--- config.mk ---
export PLATFORM = sky130hd
export DESIGN_NAME = mem_arbiter
export DESIGN_NICKNAME = d
export VERILOG_FILES = /design/src/rtl/cpu_types_pkg.sv /design/src/rtl/llsc_link.sv /design/src/rtl/mem_arbiter.sv
export SDC_FILE = /design/constraint.sdc
export NUM_CORES = 1
export LEC_CHECK = 0
export ABC_AREA = 1
export BUFFER_PORTS_ARGS = -buffer_cell sky130_fd_sc_hd__buf_2
export CAP_MARGIN = 10
export CORE_MARGIN = 1
export CORE_UTILIZATION = 30
export DETAILED_ROUTE_END_ITERATION = 10
export GPL_ROUTABILITY_DRIVEN = 0
export MAX_ROUTING_LAYER = met4
export PLACE_DENSITY = 0.65
export SETUP_SLACK_MARGIN = 0.5
export SYNTH_ARGS = -nofsm -noshare
export SYNTH_HDL_FRONTEND = slang
export SYNTH_SLANG_ARGS = --single-unit
--- constraint.sdc ---
create_clock -name CLK -period 1.2 [get_ports CLK]
set_input_delay 0.12 -clock CLK [delete_from_list [all_inputs] [get_ports CLK]]
set_output_delay 0.12 -clock CLK [all_outputs]
set_load 0.01 [all_outputs]
--- src/rtl/cpu_types_pkg.sv ---
// cpu_types_pkg: shared word, RAM-state and arbiter-state types for the memory path
package cpu_types_pkg;
  typedef logic [31:0] word_t;
  typedef enum logic [1:0] {FREE, BUSY, ACCESS, ERROR} ramstate_t;
  typedef enum logic [1:0] {IDLE, DACC, IACC} arb_state_t;
  function automatic logic word_match(input word_t a, input word_t b);
    return a[31:2] == b[31:2];
  endfunction
endpackage

--- src/rtl/llsc_link.sv ---
// llsc_link: LL/SC reservation register; hit when the link is live and the word address matches
module llsc_link
  import cpu_types_pkg::*;
(
  input  logic        CLK,
  input  logic        nRST,
  input  logic        set,
  input  logic        clear,
  input  logic [31:0] addr,
  output logic        hit
);
  logic  link_valid_q, link_valid_d;
  word_t link_addr_q, link_addr_d;
  assign link_valid_d = set | (link_valid_q & !clear);
  assign link_addr_d  = set ? addr : link_addr_q;
  assign hit          = link_valid_q & word_match(link_addr_q, addr);
  always_ff @(posedge CLK or negedge nRST) begin
    if (!nRST) begin
      link_valid_q <= 1'b0;
      link_addr_q  <= '0;
    end else begin
      link_valid_q <= link_valid_d;
      link_addr_q  <= link_addr_d;
    end
  end
endmodule

--- src/rtl/mem_arbiter.sv ---
// mem_arbiter: shares the single-ported RAM between fetch and data, data first, with LL/SC and a watchdog
module mem_arbiter
  import cpu_types_pkg::*;
#(
  parameter int TIMEOUT = 256,
  parameter int CNT_W   = 9
) (
  input  logic        CLK,
  input  logic        nRST,
  input  logic        iREN,
  input  logic [31:0] iaddr,
  output logic [31:0] iload,
  output logic        iwait,
  input  logic        dREN,
  input  logic        dWEN,
  input  logic        datomic,
  input  logic [31:0] daddr,
  input  logic [31:0] dstore,
  output logic [31:0] dload,
  output logic        dwait,
  output logic        ramREN,
  output logic        ramWEN,
  output logic [31:0] ramaddr,
  output logic [31:0] ramstore,
  input  logic [31:0] ramload,
  input  logic [1:0]  ramstate,
  output logic        err
);
  arb_state_t state_q, state_d;
  logic [CNT_W-1:0] wdog_q, wdog_d;
  logic err_q, err_d;
  ramstate_t rs;
  logic dreq, dwr, in_dacc, in_iacc, acc, d_done, i_done, sc_fail, timeout, hit;
  assign rs      = ramstate_t'(ramstate);
  assign dreq    = dREN | dWEN;
  assign dwr     = dWEN & !dREN;
  assign in_dacc = state_q == DACC;
  assign in_iacc = state_q == IACC;
  assign acc     = rs == ACCESS;
  assign d_done  = in_dacc & acc & dreq;
  assign i_done  = in_iacc & acc & iREN;
  // A doomed SC is answered straight from IDLE without touching the RAM
  assign sc_fail = state_q == IDLE & dwr & datomic & !hit;
  assign timeout = (in_dacc | in_iacc) & !acc & (wdog_q == CNT_W'(TIMEOUT));
  assign ramREN   = in_dacc ? dREN : in_iacc & iREN;
  assign ramWEN   = in_dacc & dwr;
  assign ramaddr  = in_dacc ? daddr : in_iacc ? iaddr : '0;
  assign ramstore = in_dacc ? dstore : '0;
  assign iwait = iREN & !i_done;
  assign dwait = dreq & !d_done & !sc_fail;
  assign iload = i_done ? ramload : '0;
  assign dload = d_done ? ((datomic & dwr) ? 32'd1 : ramload) : '0;
  assign err   = err_q;
  assign wdog_d = ((in_dacc | in_iacc) & !acc & !timeout) ? wdog_q + CNT_W'(1) : '0;
  assign err_d  = err_q | timeout | ((in_dacc | in_iacc) & rs == ERROR);
  always_comb begin
    state_d = state_q;
    case (state_q)
      IDLE:    state_d = sc_fail ? IDLE : dreq ? DACC : iREN ? IACC : IDLE;
      DACC:    state_d = (!dreq || acc || timeout) ? IDLE : DACC;
      IACC:    state_d = (!iREN || acc || timeout) ? IDLE : IACC;
      default: state_d = IDLE;
    endcase
  end
  always_ff @(posedge CLK or negedge nRST) begin
    if (!nRST) begin
      state_q <= IDLE;
      wdog_q  <= '0;
      err_q   <= 1'b0;
    end else begin
      state_q <= state_d;
      wdog_q  <= wdog_d;
      err_q   <= err_d;
    end
  end
  // Successful SC always hits, so one match-gated clear covers SC and plain stores
  llsc_link u_link (
    .CLK   (CLK),
    .nRST  (nRST),
    .set   (d_done & dREN & datomic),
    .clear (sc_fail | (d_done & dwr & hit)),
    .addr  (daddr),
    .hit   (hit)
  );
endmodule

# Word-level counts from Yosys, hierarchy flattened
# Cells that the tools add are included.
[classes] n_addsub=1 eq_ne=6 mux=14 n_bitwise=30 reduce_logical=15
[op_table] operator="$mux 32" n=6
[op_table] operator="$eq 30x30->1" n=1
[op_table] operator="$and 1x1->1" n=24
[op_table] operator="$logic_not 1->1" n=10
[op_table] operator="$add 9x1->9 const B" n=1
[op_table] operator="$eq 9x9->1 const B" n=1
[op_table] operator="$mux 9" n=1
[op_table] operator="$mux 2" n=4
[op_table] operator="$eq 2x2->1 const B" n=3
[op_table] operator="$or 1x1->1" n=6
[op_table] operator="$pmux 2 s3" n=1
[op_table] operator="$logic_or 1x1->1" n=4
[op_table] operator="$eq 2x1->1 const B" n=1
[op_table] operator="$logic_not 2->1" n=1
[op_table] operator="$mux 1" n=2
[word_totals] ff_bits=45 input_bits=136 wordCells=71

# Logic depth before layout (Yosys ltp)
[logic_depth] depth_word=9 ltp_mapped=12

# Hierarchy
# From an unflattened synthesis, not the netlist that was laid out.
[hier_totals] hier_cells=662 hier_area_um2=3836.2
[modules_own_cells] mod="mem_arbiter" instances=1 cells_each=389 area_per_inst_um2=2097.0 seq_area_each_um2=300.3
[modules_own_cells] mod="llsc_link" instances=1 cells_each=273 area_per_inst_um2=1739.2 seq_area_each_um2=775.7

# Worst setup path after synthesis
# No wires, ideal clock.
[synth_timing] path_kind="flip-flop to output port" start="reg state_q[0]" end="out iload[10]" arrival_time_ps=1354 path_slack_ps=-274 stages_incl_launch_ff=9 path_buffers=2 cell_sequence="dfrtp_1 -> inv_1 -> ha_1 -> clkbuf_1 -> nand2_1 -> inv_1 -> nand2_1 -> buf_2 -> nor2_1"
[synth_via] elab_chain_cells=4
[synth_lines] item="from (decl)" line="mem_arbiter.sv:29" rtl="arb_state_t state_q, state_d;"
[synth_lines] item="from (signal assigned)" line="mem_arbiter.sv:71" rtl="state_q <= state_d;"
[synth_lines] item="$eq 2x2->1" line="mem_arbiter.sv:38" rtl="assign in_iacc = state_q == IACC;"
[synth_lines] item="$and 1x1->1 (2 in a row)" line="mem_arbiter.sv:41" rtl="assign i_done = in_iacc & acc & iREN;"
[synth_lines] item="$mux 32" line="mem_arbiter.sv:51" rtl="assign iload = i_done ? ramload : '0;"
[synth_lines] item="to (decl)" line="mem_arbiter.sv:12" rtl="output logic [31:0] iload,"
# Every way passes these cells.

# Worst setup path in the final report
[layout_timing] start="reg state_q[1]" end="out dload[9]"
[layout_via] elab_chain_cells=4
[layout_lines] item="$eq 2x1->1" line="mem_arbiter.sv:37" rtl="assign in_dacc = state_q == DACC;"
[layout_lines] item="$and 1x1->1 (2 in a row)" line="mem_arbiter.sv:40" rtl="assign d_done = in_dacc & acc & dreq;"
[layout_lines] item="$mux 32" line="mem_arbiter.sv:52" rtl="assign dload = d_done ? ((datomic & dwr) ? 32'd1 : ramload) : '0;"
[layout_lines] item="to (decl)" line="mem_arbiter.sv:19" rtl="output logic [31:0] dload,"
# Every way passes these cells.

==> impl_metrics.env <==
export IMPL_cpMaxStageDelayCell="sky130_fd_sc_hd__dfrtp_1"
export IMPL_worstSetupEndpointType="output port"
export IMPL_final_cells=1175
export IMPL_syn_area_mm2=0.00383
export IMPL_fin_skew_ns=0.0154
export IMPL_setup_violations=175
export IMPL_slowest_delay_ns=0.40
export IMPL_final_area_mm2=0.00894
export IMPL_netlist_cell_type_count=35
export IMPL_maxCapViolations=0
export IMPL_final_setup_tns_ns=-88.81
export IMPL_final_max_slew_violation_count=0
export IMPL_cts_sink_count=43
export IMPL_cellLeakagePower_nw=4.82
export IMPL_global_route_usage_total_pct=25.6
export IMPL_fin_crit_period_ns=1.90
export IMPL_cts_root_to_sink_buffers=2
export IMPL_number_of_buffers_added_by_the_clock_tree_synthesis_step=5
export IMPL_overall_die_height_um=115
export IMPL_drtIter0Drc=289
export IMPL_ys_warn_count=0
export IMPL_fin_worst_hold_slack_ns=-0.279
export IMPL_met2RoutedLength_mm=10.6
export IMPL_achievable_frequency_mhz=527
export IMPL_dr_wl_met3_mm=1.20
export IMPL_path_class="reg2out"
export IMPL_slew_limit_headroom_pct=70.4
export IMPL_num_rows=40
export IMPL_failing_checks="negative hold slack, negative setup slack"
export IMPL_finalCoreUtilization_pct=73.2
export IMPL_grt_ovfl_total=0
export IMPL_critical_path_cell_chain="inv_2, ha_4, inv_8, nor2_8, buf_6, nand2_8, buf_6, nor3_4, buf_2"
export IMPL_syn_nets=752
export IMPL_grt_setup_unrepaired="true"
export IMPL_cts_root_buffer="sky130_fd_sc_hd__clkbuf_16"
export IMPL_dp_worst_setup_slack_ns=-0.412
export IMPL_drtAntennaViolNets=0
export IMPL_area_growth_syn_to_layout_pct=134
export IMPL_final_min_period_over_clock_period_pct=158
export IMPL_net_count_reported_at_finish=1148
export IMPL_diodes=0
export IMPL_total_power_mw=14.4
export IMPL_syn_mean_instance_area_um2=6.28
export IMPL_detail_placement_hpwl_mm=11.1
export IMPL_place_detailed_instances=1106
export IMPL_hold_viol=12
export IMPL_highest_layer="met4"
export IMPL_crit_fanout=5
export IMPL_clock_tree_from_tritoncts="done"
export IMPL_grt_max_degree=32
export IMPL_drive_above_1_share_pct=70.9
export IMPL_worst_ir_drop_vdd_v=0.000870
export IMPL_cp_required_ns=1.08
export IMPL_clkTransAtPathRegs_ns=0.07
export IMPL_floorplan_die_area_mm2=0.0132
export IMPL_die_width_um=115
export IMPL_avgViaCountPerCell=4.75
export IMPL_min_delay_path_class="in2async"
export IMPL_seq_total_area_yosys_pct=28.1
export IMPL_placedInstanceArea_mm2=0.00622
export IMPL_syn_instance_count=610
export IMPL_number_of_i_o_port_buffers=268
export IMPL_first_pass_iters=4
export IMPL_crit_arrival_ns=1.78
export IMPL_slew_at_the_pin_closest_to_its_max_slew_limit_ns=0.444
export IMPL_worstSetupStartpointType="flip-flop"
export IMPL_global_route_wire_length_before_repair_mm=25.2
export IMPL_design_portCount=269
export IMPL_drc_errors=0
export IMPL_design_core_area_mm2=0.0122
export IMPL_run_status="finished with violations"
export IMPL_p_per_area_mw_per_mm2=1610
export IMPL_yosys_register_bits=43
export IMPL_grt_pass1_vias=4994
export IMPL_totalWireLength_mm=20.4
export IMPL_met1Wirelength_mm=7.75
export IMPL_floorplan_initialDensity_pct=31.4
export IMPL_route_vias_total=5583
export IMPL_detail_route_wl_per_cell_um=17.4
export IMPL_cpMostUsedCell="sky130_fd_sc_hd__buf_6"
export IMPL_postLayoutSetupSlackWorst_ns=-0.699
export IMPL_antenna_found_initial=0
export IMPL_cts_htree_levels=2
export IMPL_clock_latency_ns=0.29
-- flip-flops by register name, summed over array words and instances (netlist names) --
name                 count
u_link.link_valid_q      1
wdog_q                   9
state_q                  2
u_link.link_addr_q      30
err                      1
-- per-layer routing --
| metal | vias up | GRT usage, % |
|---|---|---|
| met5 | - | - |
| met4 | 0 | 8.57 |
| met3 | 55 | 2.85 |
| met2 | 216 | 46.0 |
| met1 | 2656 | 29.6 |
| li1 | 2656 | - |
-- kinds of logic (layout without fill, tap and decap cells) --
kind of cell,after synthesis,in the layout,share of synthesized area (%)
fa+ha+maj,6,6,1.96
simple gates,304,306,35.8
compound gates,73,73,12.9
flops,43,43,28.1
xor+xnor,6,6,1.37
buf+inv,178,573,19.9
-- placed cells by master, fill, tap and decap left out, types with 14 or more instances in the layout --
cell	synthesis	layout
sky130_fd_sc_hd__buf_6	12	90
sky130_fd_sc_hd__nor3_2	7	14
sky130_fd_sc_hd__inv_2	11	41
sky130_fd_sc_hd__nor2_4	0	28
sky130_fd_sc_hd__inv_1	137	103
sky130_fd_sc_hd__buf_4	0	69
sky130_fd_sc_hd__nand2_2	6	36
sky130_fd_sc_hd__buf_2	4	208
sky130_fd_sc_hd__nand2_1	155	94
sky130_fd_sc_hd__buf_12	0	19
sky130_fd_sc_hd__nand3_2	1	25
sky130_fd_sc_hd__nand2_4	1	30
sky130_fd_sc_hd__nor3_4	0	21
sky130_fd_sc_hd__buf_16	0	14
sky130_fd_sc_hd__dfrtp_1	43	42
sky130_fd_sc_hd__o21ai_2	30	47
sky130_fd_sc_hd__nor2_2	1	14
-- timing repair --
item,4_1_cts,5_1_grt
endpoints found under the hold margin,12,12
setup endpoints to repair,176,176
setup buffers,17,20
cloned,16,8
resized for setup,186,234
pin swaps,15,25
-- where the power goes --
| part | internal [mW] | switching (mW) | total (mW) |
|---|---|---|---|
| combinational | 5.41 | 4.93 | 10.3 |
| sequential | 1.97 | 0.463 | 2.44 |
| clock | 1.05 | 0.603 | 1.65 |
-- path summary, 6_finish.rpt --
kind | start | end | slack [ns] | cells past startpoint
setup / recovery | state_q[1] | dload[9] | -0.70 | 9
hold / removal | nRST | wdog_q[5] | -0.28 | 1
setup reg to reg | u_link.link_addr_q[29] | u_link.link_valid_q | -0.54 | 13
hold reg to reg | err | err | 0.50 | 1
max in group asynchronous | nRST | state_q[0] | 0.99 | 2
min in group CLK | ramstate[1] | err | 0.11 | 3
-- cell usage after synthesis, drive strengths merged --
cell      n  area, µm²
a21boi    1       11.3
a21oi     5       28.8
a31oi     1       6.26
and3      1       6.26
buf      19        166
clkbuf   10       37.5
clkinv    1       3.75
dfrtp    43       1080
ha        6       75.1
inv     148        556
nand2   162        631
nand3    40        218
nand3b    2       18.8
nand4     4       25.0
nor2     55        225
nor3     36        215
nor3b     4       30.0
o211ai    1       7.51
o21ai    64        433
o22ai     1       6.26
xnor2     6       52.6
-- critical path: cells and delay by family (launching register included) --
kind	cells	cell delay, ns
simple gates	3	0.30
fa+ha+maj	1	0.19
buf+inv	5	0.60
flops	1	0.40
-- layout make-up --
type                            instances  area [µm²]
Clock inverter                          2        38.8
Clock buffer                            6         139
Sequential cell                        43        1080
Fill cell                             868        3270
Timing Repair Buffer                  416        3650
Multi-Input combinational cell        391        3250
Tap cell                              168         210
Inverter                              149         574
(Power assumes the default switching activity.)
